===== config.mk =====
export PLATFORM = sky130hd
export DESIGN_NAME = mem_host_port
export DESIGN_NICKNAME = d
export VERILOG_FILES = /design/src/rtl/mem_host_port.sv
export SDC_FILE = /design/constraint.sdc
export NUM_CORES = 1
export LEC_CHECK = 0
export ABC_CLOCK_PERIOD_IN_PS = 4700
export CORE_MARGIN = 2
export CORE_UTILIZATION = 40
export CTS_CLUSTER_SIZE = 12
export DETAILED_ROUTE_END_ITERATION = 8
export GPL_TIMING_DRIVEN = 0
export PLACE_DENSITY_LB_ADDON = 0.1
export SLEW_MARGIN = 40
export SYNTH_ARGS = -nofsm -noshare
export SYNTH_HDL_FRONTEND = slang
export SYNTH_SLANG_ARGS = --single-unit

===== constraint.sdc =====
create_clock -name CLOCK -period 4.7 [get_ports CLOCK]
set_clock_uncertainty 0.1 [all_clocks]
set_input_delay 0.705 -clock CLOCK [delete_from_list [all_inputs] [get_ports CLOCK]]
set_output_delay 0.705 -clock CLOCK [all_outputs]
set_load 0.02 [all_outputs]

===== src/rtl/mem_host_port.sv =====
// Host word access scheduler for the G-15 recirculating lines: waits for the addressed
// word to reach the heads, then shifts 29 bits lsb first into or out of the selected line.
module mem_host_port #(
  parameter int WORD_BITS   = 29,
  parameter int LONG_WORDS  = 108,
  parameter int SHORT_WORDS = 4,
  parameter int MAX_REVS    = 2
) (
  input  logic                 CLOCK,
  input  logic                 rst_n,
  input  logic                 BIT_EN,
  input  logic                 TL,
  input  logic [6:0]           WORD_T,
  input  logic                 HOLD_OK,
  input  logic                 host_req,
  input  logic                 host_we,
  input  logic [4:0]           host_line,
  input  logic [6:0]           host_word,
  input  logic [WORD_BITS-1:0] host_wdata,
  output logic                 host_ack,
  output logic                 host_err,
  output logic [WORD_BITS-1:0] host_rdata,
  output logic                 busy,
  output logic [4:0]           line_sel,
  input  logic                 rd_bit,
  output logic                 wr_en,
  output logic                 wr_bit
);

  localparam int               REV_W     = $clog2(MAX_REVS + 1);
  localparam logic [6:0]       LAST_WORD = 7'(LONG_WORDS - 1);
  localparam logic [6:0]       LONG_LIM  = 7'(LONG_WORDS);
  localparam logic [6:0]       SHORT_LIM = 7'(SHORT_WORDS);
  localparam logic [4:0]       LAST_BIT  = 5'(WORD_BITS - 1);
  localparam logic [REV_W-1:0] REV_LIM   = REV_W'(MAX_REVS);

  typedef enum logic [1:0] {
    ST_IDLE = 2'd0,
    ST_WAIT = 2'd1,
    ST_XFER = 2'd2,
    ST_DONE = 2'd3
  } state_t;

  state_t               state_r, state_nxt_s;
  logic                 we_r, we_nxt_s;
  logic                 err_r, err_nxt_s;
  logic [6:0]           word_r, word_nxt_s;
  logic [4:0]           line_nxt_s;
  logic [WORD_BITS-1:0] sh_r, sh_nxt_s;
  logic [4:0]           bit_cnt_r, bit_cnt_nxt_s;
  logic [REV_W-1:0]     rev_cnt_r, rev_cnt_nxt_s;

  logic                 req_long_s, req_short_s, addr_bad_s;
  logic                 sel_short_s, at_prev_s, start_s, rev_tick_s;
  logic [6:0]           prev_long_s;
  logic [1:0]           prev_short_s;
  logic [REV_W-1:0]     rev_inc_s;
  logic [WORD_BITS-1:0] shifted_s;

  // Lines 0-18 are long, 20-22 short; 19 and 23+ do not exist.
  assign req_long_s   = (host_line <= 5'd18);
  assign req_short_s  = (host_line >= 5'd20) && (host_line <= 5'd22);
  assign addr_bad_s   = !((req_long_s && (host_word < LONG_LIM)) ||
                          (req_short_s && (host_word < SHORT_LIM)));

  // Start on T28 of the word just before the target, so the first transfer bit is T0.
  assign sel_short_s  = (line_sel >= 5'd20);
  assign prev_long_s  = (word_r == 7'd0) ? LAST_WORD : (word_r - 7'd1);
  assign prev_short_s = word_r[1:0] - 2'd1;
  assign at_prev_s    = sel_short_s ? (WORD_T[1:0] == prev_short_s) : (WORD_T == prev_long_s);
  assign start_s      = BIT_EN & TL & HOLD_OK & at_prev_s;
  assign rev_tick_s   = BIT_EN & TL & (WORD_T == LAST_WORD);
  assign rev_inc_s    = rev_cnt_r + REV_W'(1);
  assign shifted_s    = {(we_r ? 1'b0 : rd_bit), sh_r[WORD_BITS-1:1]};

  // Next-state and datapath update for the access sequencer.
  always_comb begin
    state_nxt_s   = state_r;
    we_nxt_s      = we_r;
    err_nxt_s     = err_r;
    word_nxt_s    = word_r;
    line_nxt_s    = line_sel;
    sh_nxt_s      = sh_r;
    bit_cnt_nxt_s = bit_cnt_r;
    rev_cnt_nxt_s = rev_cnt_r;
    case (state_r)
      ST_IDLE: begin
        if (host_req) begin
          we_nxt_s      = host_we;
          line_nxt_s    = host_line;
          word_nxt_s    = host_word;
          sh_nxt_s      = host_wdata;
          bit_cnt_nxt_s = 5'd0;
          rev_cnt_nxt_s = '0;
          err_nxt_s     = addr_bad_s;
          state_nxt_s   = addr_bad_s ? ST_DONE : ST_WAIT;
        end else begin
          state_nxt_s   = ST_IDLE;
        end
      end
      ST_WAIT: begin
        // A start on the wrap strobe wins over the revolution timeout.
        if (start_s) begin
          bit_cnt_nxt_s = 5'd0;
          state_nxt_s   = ST_XFER;
        end else if (rev_tick_s) begin
          rev_cnt_nxt_s = rev_inc_s;
          if (rev_inc_s == REV_LIM) begin
            err_nxt_s   = 1'b1;
            state_nxt_s = ST_DONE;
          end else begin
            state_nxt_s = ST_WAIT;
          end
        end else begin
          state_nxt_s   = ST_WAIT;
        end
      end
      ST_XFER: begin
        if (!HOLD_OK) begin
          err_nxt_s     = 1'b1;
          state_nxt_s   = ST_DONE;
        end else if (BIT_EN) begin
          sh_nxt_s      = shifted_s;
          bit_cnt_nxt_s = bit_cnt_r + 5'd1;
          state_nxt_s   = (bit_cnt_r == LAST_BIT) ? ST_DONE : ST_XFER;
        end else begin
          state_nxt_s   = ST_XFER;
        end
      end
      ST_DONE: begin
        state_nxt_s = ST_IDLE;
      end
      default: begin
        state_nxt_s = ST_IDLE;
      end
    endcase
  end

  // Sequencer state and latched request.
  always_ff @(posedge CLOCK or negedge rst_n) begin
    if (!rst_n) begin
      state_r   <= ST_IDLE;
      we_r      <= 1'b0;
      err_r     <= 1'b0;
      word_r    <= 7'd0;
      line_sel  <= 5'd0;
      sh_r      <= '0;
      bit_cnt_r <= 5'd0;
      rev_cnt_r <= '0;
    end else begin
      state_r   <= state_nxt_s;
      we_r      <= we_nxt_s;
      err_r     <= err_nxt_s;
      word_r    <= word_nxt_s;
      line_sel  <= line_nxt_s;
      sh_r      <= sh_nxt_s;
      bit_cnt_r <= bit_cnt_nxt_s;
      rev_cnt_r <= rev_cnt_nxt_s;
    end
  end

  // Registered outputs, decoded from the next state so they line up with it.
  always_ff @(posedge CLOCK or negedge rst_n) begin
    if (!rst_n) begin
      host_ack   <= 1'b0;
      host_err   <= 1'b0;
      host_rdata <= '0;
      busy       <= 1'b0;
      wr_en      <= 1'b0;
      wr_bit     <= 1'b0;
    end else begin
      host_ack <= (state_nxt_s == ST_DONE);
      host_err <= (state_nxt_s == ST_DONE) && err_nxt_s;
      busy     <= (state_nxt_s == ST_WAIT) || (state_nxt_s == ST_XFER);
      wr_en    <= (state_nxt_s == ST_XFER) && we_nxt_s;
      wr_bit   <= ((state_nxt_s == ST_XFER) && we_nxt_s) ? sh_nxt_s[0] : 1'b0;
      if ((state_r == ST_XFER) && (state_nxt_s == ST_DONE) && !we_r && !err_nxt_s) begin
        host_rdata <= sh_nxt_s;
      end else begin
        host_rdata <= host_rdata;
      end
    end
  end

endmodule


==> out/metrics.cfg, run 1 <==
[setup_path]
crit_fanout=10
cp_data_required_time_ns=4.84
arrival_ns=4.43
regToRegStartpoint=word_r[0]
slowest_stage=nor3b_1
path_cells=inv_1, ha_1, nor3b_1, xor2_1, a2111oi_2, o21ai_0, a31oi_2, a21boi_1, o22ai_1, ha_1, nand3b_1, or2_1, buf_2, buf_2, mux2_2
path_class=reg -> reg
critPathLaunch=word_r[0]
crit_path_start_kind=flop
worstSetupEndpointType=flop
critPathMaxStageDelay_ns=0.49

[detailed_routing]
via_per_inst=5.221
route.vias.total=3143
totalWireLength_um=9670
first_pass_iters=4
drc_errors=0
antenna_left=0
drtIter0Drc=141
wl_per_cell_um=16.06

[cells_and_area]
area_growth_pct=33.90
final_nets=527
layout-drive-gt1-share_pct=14.50
nFillCells=904
final_cell_area_mm2=0.005348
final_common_cell=clkdlybuf4s50_1
register_area_mm2=0.002152
multi_input_area_mm2=0.001737
antennaDiodeCount=0
layout.core_utilization_pct=54.96
layout_common_cells=clkdlybuf4s50_1 (93), dfrtp_1 (86), nand2_1 (67)

[logic_synthesis]
async_flop_share_pct=100.0
synth_edf_count=0
netlist_area_mm2=0.003994
ys.flop_type=dfrtp_1
synth_sequential_area_ratio_pct=53.88
synth_warnings=0
netlist-cell-type-count=56
synth_nets=421
syn_avg_cell_area_um2=11.12
synth_cells=359
ys_seq_elements=86

[sta]
report.final.slew_viol_count=0
worstMarginPinSlew_ns=0.7481
fin_hold_ws_ns=0.1274
rsz0062_at_grt=no
period_minus_slack_ns=4.297
fmax_mhz=232.7
finalWorstSetupSlack_ns=0.4027
hold_violations=0
min_period_over_period_pct=91.43
setup_viol_count_final=0
worst_slew_margin_rel_pct=49.66

[global_route]
grt_pass1_vias=3267
grt_max_degree=57
grt_overflow_total=0
grt_pass1_wl_um=16110
antenna_found_initial=0
grt.total_usage_pct=18.78

[floorplanning]
die_w_um=103.9
dieArea_mm2=0.01080
rows=36
ios=95
die_h_um=103.9
core-area_mm2=0.009729
initial_core_util_pct=41.05

[clocking]
cts_root_buffer=clkbuf_8
post_cts_buffers=0
clockBufferDepth=2
clk_pin_slew_ns=0.09
cts.sinks=86
cts_tree=built
post_cts_resized=0
h-tree-depth=3
clock_latency_ns=0.34
ctsHoldBuffers=0
cts_buffers=9

[power_and_ir_drop]
p_leak_nw=2.383
peakVddDrop_v=0.0002566
power.total_mw=2.968
power_density_mw_per_mm2=554.9

[min_path]
worstHoldPathType=in -> async

[run]
cap_violations=0

[placement]
dpl_cell_area_mm2=0.005130
portBuffers=94
place_ws_ns=0.1675
hpwl_um=7009
place.gp.congestion=0.8259

[status]
status=finished clean

==> power by group <==
part	switching, mW	internal [mW]
Combinational	0.652	0.579
Sequential	0.162	1.01
Clock	0.264	0.299
Total	1.08	1.89
==> logic make-up (layout without fill, tap and decap cells) <==
group | Yosys count | count (layout) | share of synthesized area, %
compound gates | 74 | 74 | 13.38
mux | 41 | 41 | 11.47
fa+ha+maj | 6 | 6 | 1.880
xor+xnor | 8 | 8 | 2.600
buf+inv | 27 | 137 | 2.788
simple gates | 117 | 117 | 14.00
flops | 86 | 86 | 53.88
==> registers in the layout, indices dropped and copies added (netlist names) <==
register    cells
host_rdata     29
sh_r           29
word_r          7
bit_cnt_r       5
line_sel        5
rev_cnt_r       2
state_r         2
busy            1
err_r           1
host_ack        1
host_err        1
we_r            1
wr_bit          1
wr_en           1
==> layout make-up <==
cell class	count	area share (%)
buffer	17	1.380
inverter	10	0.7019
clock inverter	5	1.568
clock buffer	10	2.387
timing repair buffer	95	18.13
tap	133	3.112
multi-input combinational	246	32.48
sequential	86	40.24
==> critical path: cells and delay by family, from the launching register on <==
kind / cells / cell delay [ns]
buffers and inverters: 3 / 0.70
XOR/XNOR: 1 / 0.15
adder cells (fa/ha/maj): 2 / 0.49
multiplexers: 1 / 0.37
flip-flops: 1 / 0.44
AO/OA/AOI/OAI: 5 / 1.24
AND/OR/NAND/NOR: 3 / 0.71
==> metal layers <==
metal | wire length (um) | GRT usage (%) | vias to the layer above | part of all wire (%)
li1 | - | - | 1500 | -
met1 | 4157 | 23.02 | 1553 | 43
met2 | 4835 | 31.67 | 80 | 50
met3 | 564 | 6.454 | 10 | 5.8
met4 | 112 | 5.116 | 0 | 1.2
met5 | 0 | 0 | - | 0
==> final timing paths <==
| check | endpoint | slack [ns] | cells after the start |
|---|---|---|---|
| worst min-delay path | line_sel[2] | 0.13 | 1 |
| max in group asynchronous | we_r | 3.80 | 2 |
| worst min register to register | rev_cnt_r[1] | 0.40 | 1 |
| worst max register to register | host_rdata[24] | 0.40 | 15 |
| worst max-delay path | host_rdata[24] | 0.40 | 15 |
| min in group CLOCK | rev_cnt_r[1] | 0.40 | 1 |
==> synthesized netlist by cell type, drive strengths merged (3+ instances only) <==
cell / n / area share (%)
a21oi: 10 / 1.3
a22oi: 28 / 5.3
a31o: 3 / 0.66
buf: 7 / 0.91
clkbuf: 10 / 0.94
dfrtp: 86 / 54
ha: 6 / 1.9
inv: 10 / 0.94
mux2: 38 / 11
mux2i: 3 / 0.75
nand2: 67 / 6.3
nand3: 5 / 0.63
nor2: 10 / 0.94
nor3: 3 / 0.38
nor4: 4 / 0.63
o21ai: 9 / 1.1
o22ai: 4 / 0.63
o31ai: 4 / 0.75
or3: 4 / 0.63
or4: 7 / 1.4
xnor2: 6 / 1.8
==> through the flow <==
stage                     cells  TNS, ns
after detailed placement    587        0
after global routing        602        0
final                       602        0
after global placement      586   -38.69
after CTS                   602        0
after floorplan             359        0
Power figures use the tool's default switching activity.
==> inputs of run 2 (changes only) <==
--- a/config.mk
+++ b/config.mk
@@ -12,6 +12,7 @@
 export DETAILED_ROUTE_END_ITERATION = 8
 export GPL_TIMING_DRIVEN = 0
 export PLACE_DENSITY_LB_ADDON = 0.1
+export SKIP_CTS_REPAIR_TIMING = 1
 export SLEW_MARGIN = 40
 export SYNTH_ARGS = -nofsm -noshare
 export SYNTH_HDL_FRONTEND = slang
==> results of run 2 <==
Final layout, timing and power as in run 1 (identical DEF).
==> inputs of run 3 (changes only) <==
--- a/config.mk
+++ b/config.mk
@@ -5,7 +5,8 @@
 export SDC_FILE = /design/constraint.sdc
 export NUM_CORES = 1
 export LEC_CHECK = 0
-export ABC_CLOCK_PERIOD_IN_PS = 4700
+export ABC_CLOCK_PERIOD_IN_PS = 3900
+export CAP_MARGIN = 20
 export CORE_MARGIN = 2
 export CORE_UTILIZATION = 40
 export CTS_CLUSTER_SIZE = 12
==> constraint.sdc (replaced) <==
create_clock -name CLOCK -period 3.9 [get_ports CLOCK]
set_clock_uncertainty 0.1 [all_clocks]
set_input_delay 0.585 -clock CLOCK [delete_from_list [all_inputs] [get_ports CLOCK]]
set_output_delay 0.585 -clock CLOCK [all_outputs]
set_load 0.02 [all_outputs]
==> run 3 against run 2 <==
Net effect:
- total power is 23% higher
- first-iteration DRC count is 12% higher
- global-route usage unchanged
- cell area rose by 1.6%
- utilization rose by 0.89 points
- cell count increased by 0.50%
- hold slack better by 0.27 ns
- sequential cell count unchanged
- routed wire length grew 1.7%
- critical path type unchanged
==> out/metrics.cfg, run 3 (synthesized netlist as in run 1, its figures left out) <==
[sta]
fin_tns_setup_ns=0  ; unchanged
report.final.slew_viol_count=0  ; unchanged
period_minus_slack_ns=3.787  ; was 4.297 ns
fmax_mhz=264.1  ; was 232.7 MHz
worst_slew_margin_rel_pct=41.54  ; was 49.66%
setup_viol_count_final=0  ; unchanged
worstMarginPinSlew_ns=0.8688  ; was 0.7481 ns
finalWorstSetupSlack_ns=0.1133  ; was 0.4027 ns
min_period_over_period_pct=97.09  ; was 91.43%
hold_violations=0  ; unchanged

[cells_and_area]
reg_top3=host_rdata: 29 flops, sh_r: 29 flops, word_r: 7 flops  ; unchanged
final_common_cell=clkdlybuf4s50_1  ; unchanged
final_nets=530  ; was 527
area_growth_pct=36.06  ; was 33.90%
antennaDiodeCount=0  ; unchanged
layout-drive-gt1-share_pct=16.53  ; was 14.50%
layout_common_cells=clkdlybuf4s50_1 (93), dfrtp_1 (84), nand2_1 (67)  ; was clkdlybuf4s50_1 (93), dfrtp_1 (86), nand2_1 (67)

[global_route]
grt_pass1_vias=3267  ; unchanged
grt_pass1_wl_um=16110  ; unchanged
antenna_found_initial=0  ; unchanged
grt_max_degree=57  ; unchanged
grt_overflow_total=0  ; unchanged
grt.total_usage_pct=18.78  ; unchanged

[power_and_ir_drop]
p_leak_nw=2.412  ; was 2.383 nW
peakVddDrop_v=0.0003089  ; was 0.0002566 V
power_density_mw_per_mm2=669.3  ; was 554.9 mW/mm^2

[floorplanning]
ios=95  ; unchanged
die_h_um=103.9  ; unchanged
die_w_um=103.9  ; unchanged
initial_core_util_pct=41.05  ; unchanged
rows=36  ; unchanged
core-area_mm2=0.009729  ; unchanged
dieArea_mm2=0.01080  ; unchanged

[clocking]
h-tree-depth=3  ; unchanged
cts_tree=built  ; unchanged
clock_latency_ns=0.34  ; about the same
clockBufferDepth=2  ; unchanged
clk_pin_slew_ns=0.09  ; about the same
cts_root_buffer=clkbuf_8  ; unchanged
cts.sinks=86  ; unchanged
cts_buffers=9  ; unchanged

[detailed_routing]
drc_errors=0  ; unchanged
totalWireLength_um=9834  ; was 9670 um
drtIter0Drc=158  ; was 141
first_pass_iters=4  ; unchanged
antenna_left=0  ; unchanged
wl_per_cell_um=16.25  ; was 16.06 um
via_per_inst=5.195  ; was 5.221
route.vias.total=3143  ; unchanged

[run]
cap_violations=0  ; unchanged

[setup_path]
crit_path_start_kind=flop  ; unchanged
arrival_ns=3.92  ; was 4.43 ns
worstSetupEndpointType=flop  ; unchanged
path_class=reg -> reg  ; unchanged
crit_fanout=10  ; unchanged
cp_data_required_time_ns=4.04  ; was 4.84 ns

[min_path]
worstHoldPathType=reg -> reg  ; was in -> async

[placement]
place_ws_ns=-0.5402  ; was 0.1675 ns
portBuffers=94  ; unchanged
place.gp.congestion=0.8259  ; unchanged
hpwl_um=7009  ; unchanged

[status]
status=finished clean  ; unchanged

[run 3: cell count changes in the layout (fill, tap and decap cells not counted), sizes merged]
cell | before | now
buf | 9 | 11
dlygate4sd3 | 0 | 1
[run 3: cell type report]
class / count / area [um^2]
fillers: 897 / 4295
clock buffers: 10 / 127.6
multi-input cells: 246 / 1782
repair buffers: 98 / 994.7
flip-flops and latches: 86 / 2155
well taps: 133 / 166.4
clock inverters: 5 / 83.83
plain buffers: 17 / 87.58
inverters: 10 / 37.54
[run 3: where the power goes]
part | total [mW] | leakage [nW] | internal, mW | switching, mW
Clock | 0.676 | 0.0990 | 0.360 | 0.316
Sequential | 1.42 | 1.12 | 1.22 | 0.201
Combinational | 1.54 | 1.20 | 0.726 | 0.812
Total | 3.64 | 2.41 | 2.31 | 1.33
[run 3: worst max-delay path: stages (launching register included)]
cell	delay, ns
dfrtp_2	0.46
or4_4	0.59
o21a_1	0.24
a2111oi_4	0.39
o21ai_2	0.14
a31oi_4	0.29
a21boi_2	0.23
o22ai_1	0.11
ha_2	0.22
nand3b_1	0.08
or2_1	0.15
buf_6	0.17
buf_6	0.17
mux2_2	0.34
[run 3: per-stage QoR]
stage	utilization, %	area [um^2]	hold slack (ns)	power, mW	cells
floorplan	-	3994	0.1894	2.353	359
global placement	52.43	5101	0.3738	2.885	586
detailed placement	52.73	5130	0.3824	2.917	587
CTS	54.90	5341	-0.002294	3.610	602
global route	55.85	5434	0.4226	3.909	605
finish	55.85	5434	0.3964	3.637	605
[run 3: per-layer routing]
metal / global-route usage [%] / wire [um] / share of wire [%] / vias up
met4: 5.116 / 103 / 1.0 / 0
met1: 23.02 / 4215 / 43 / 1559
li1: - / - / - / 1508
met5: 0 / 0 / 0 / -
met2: 31.67 / 4964 / 50 / 67
met3: 6.454 / 550 / 5.6 / 9
[run 3: worst paths after layout]
| kind | start | endpoint | slack, ns | depth (start not counted) |
|---|---|---|---|---|
| max reg2reg | word_r[2] | host_rdata[24] | 0.11 | 13 |
| min | rev_cnt_r[1] | rev_cnt_r[1] | 0.40 | 1 |
| max in group asynchronous | rst_n | we_r | 2.55 | 3 |
| min reg2reg | rev_cnt_r[1] | rev_cnt_r[1] | 0.40 | 1 |
| min in group asynchronous | rst_n | line_sel[2] | 0.58 | 2 |
| max | word_r[2] | host_rdata[24] | 0.11 | 13 |
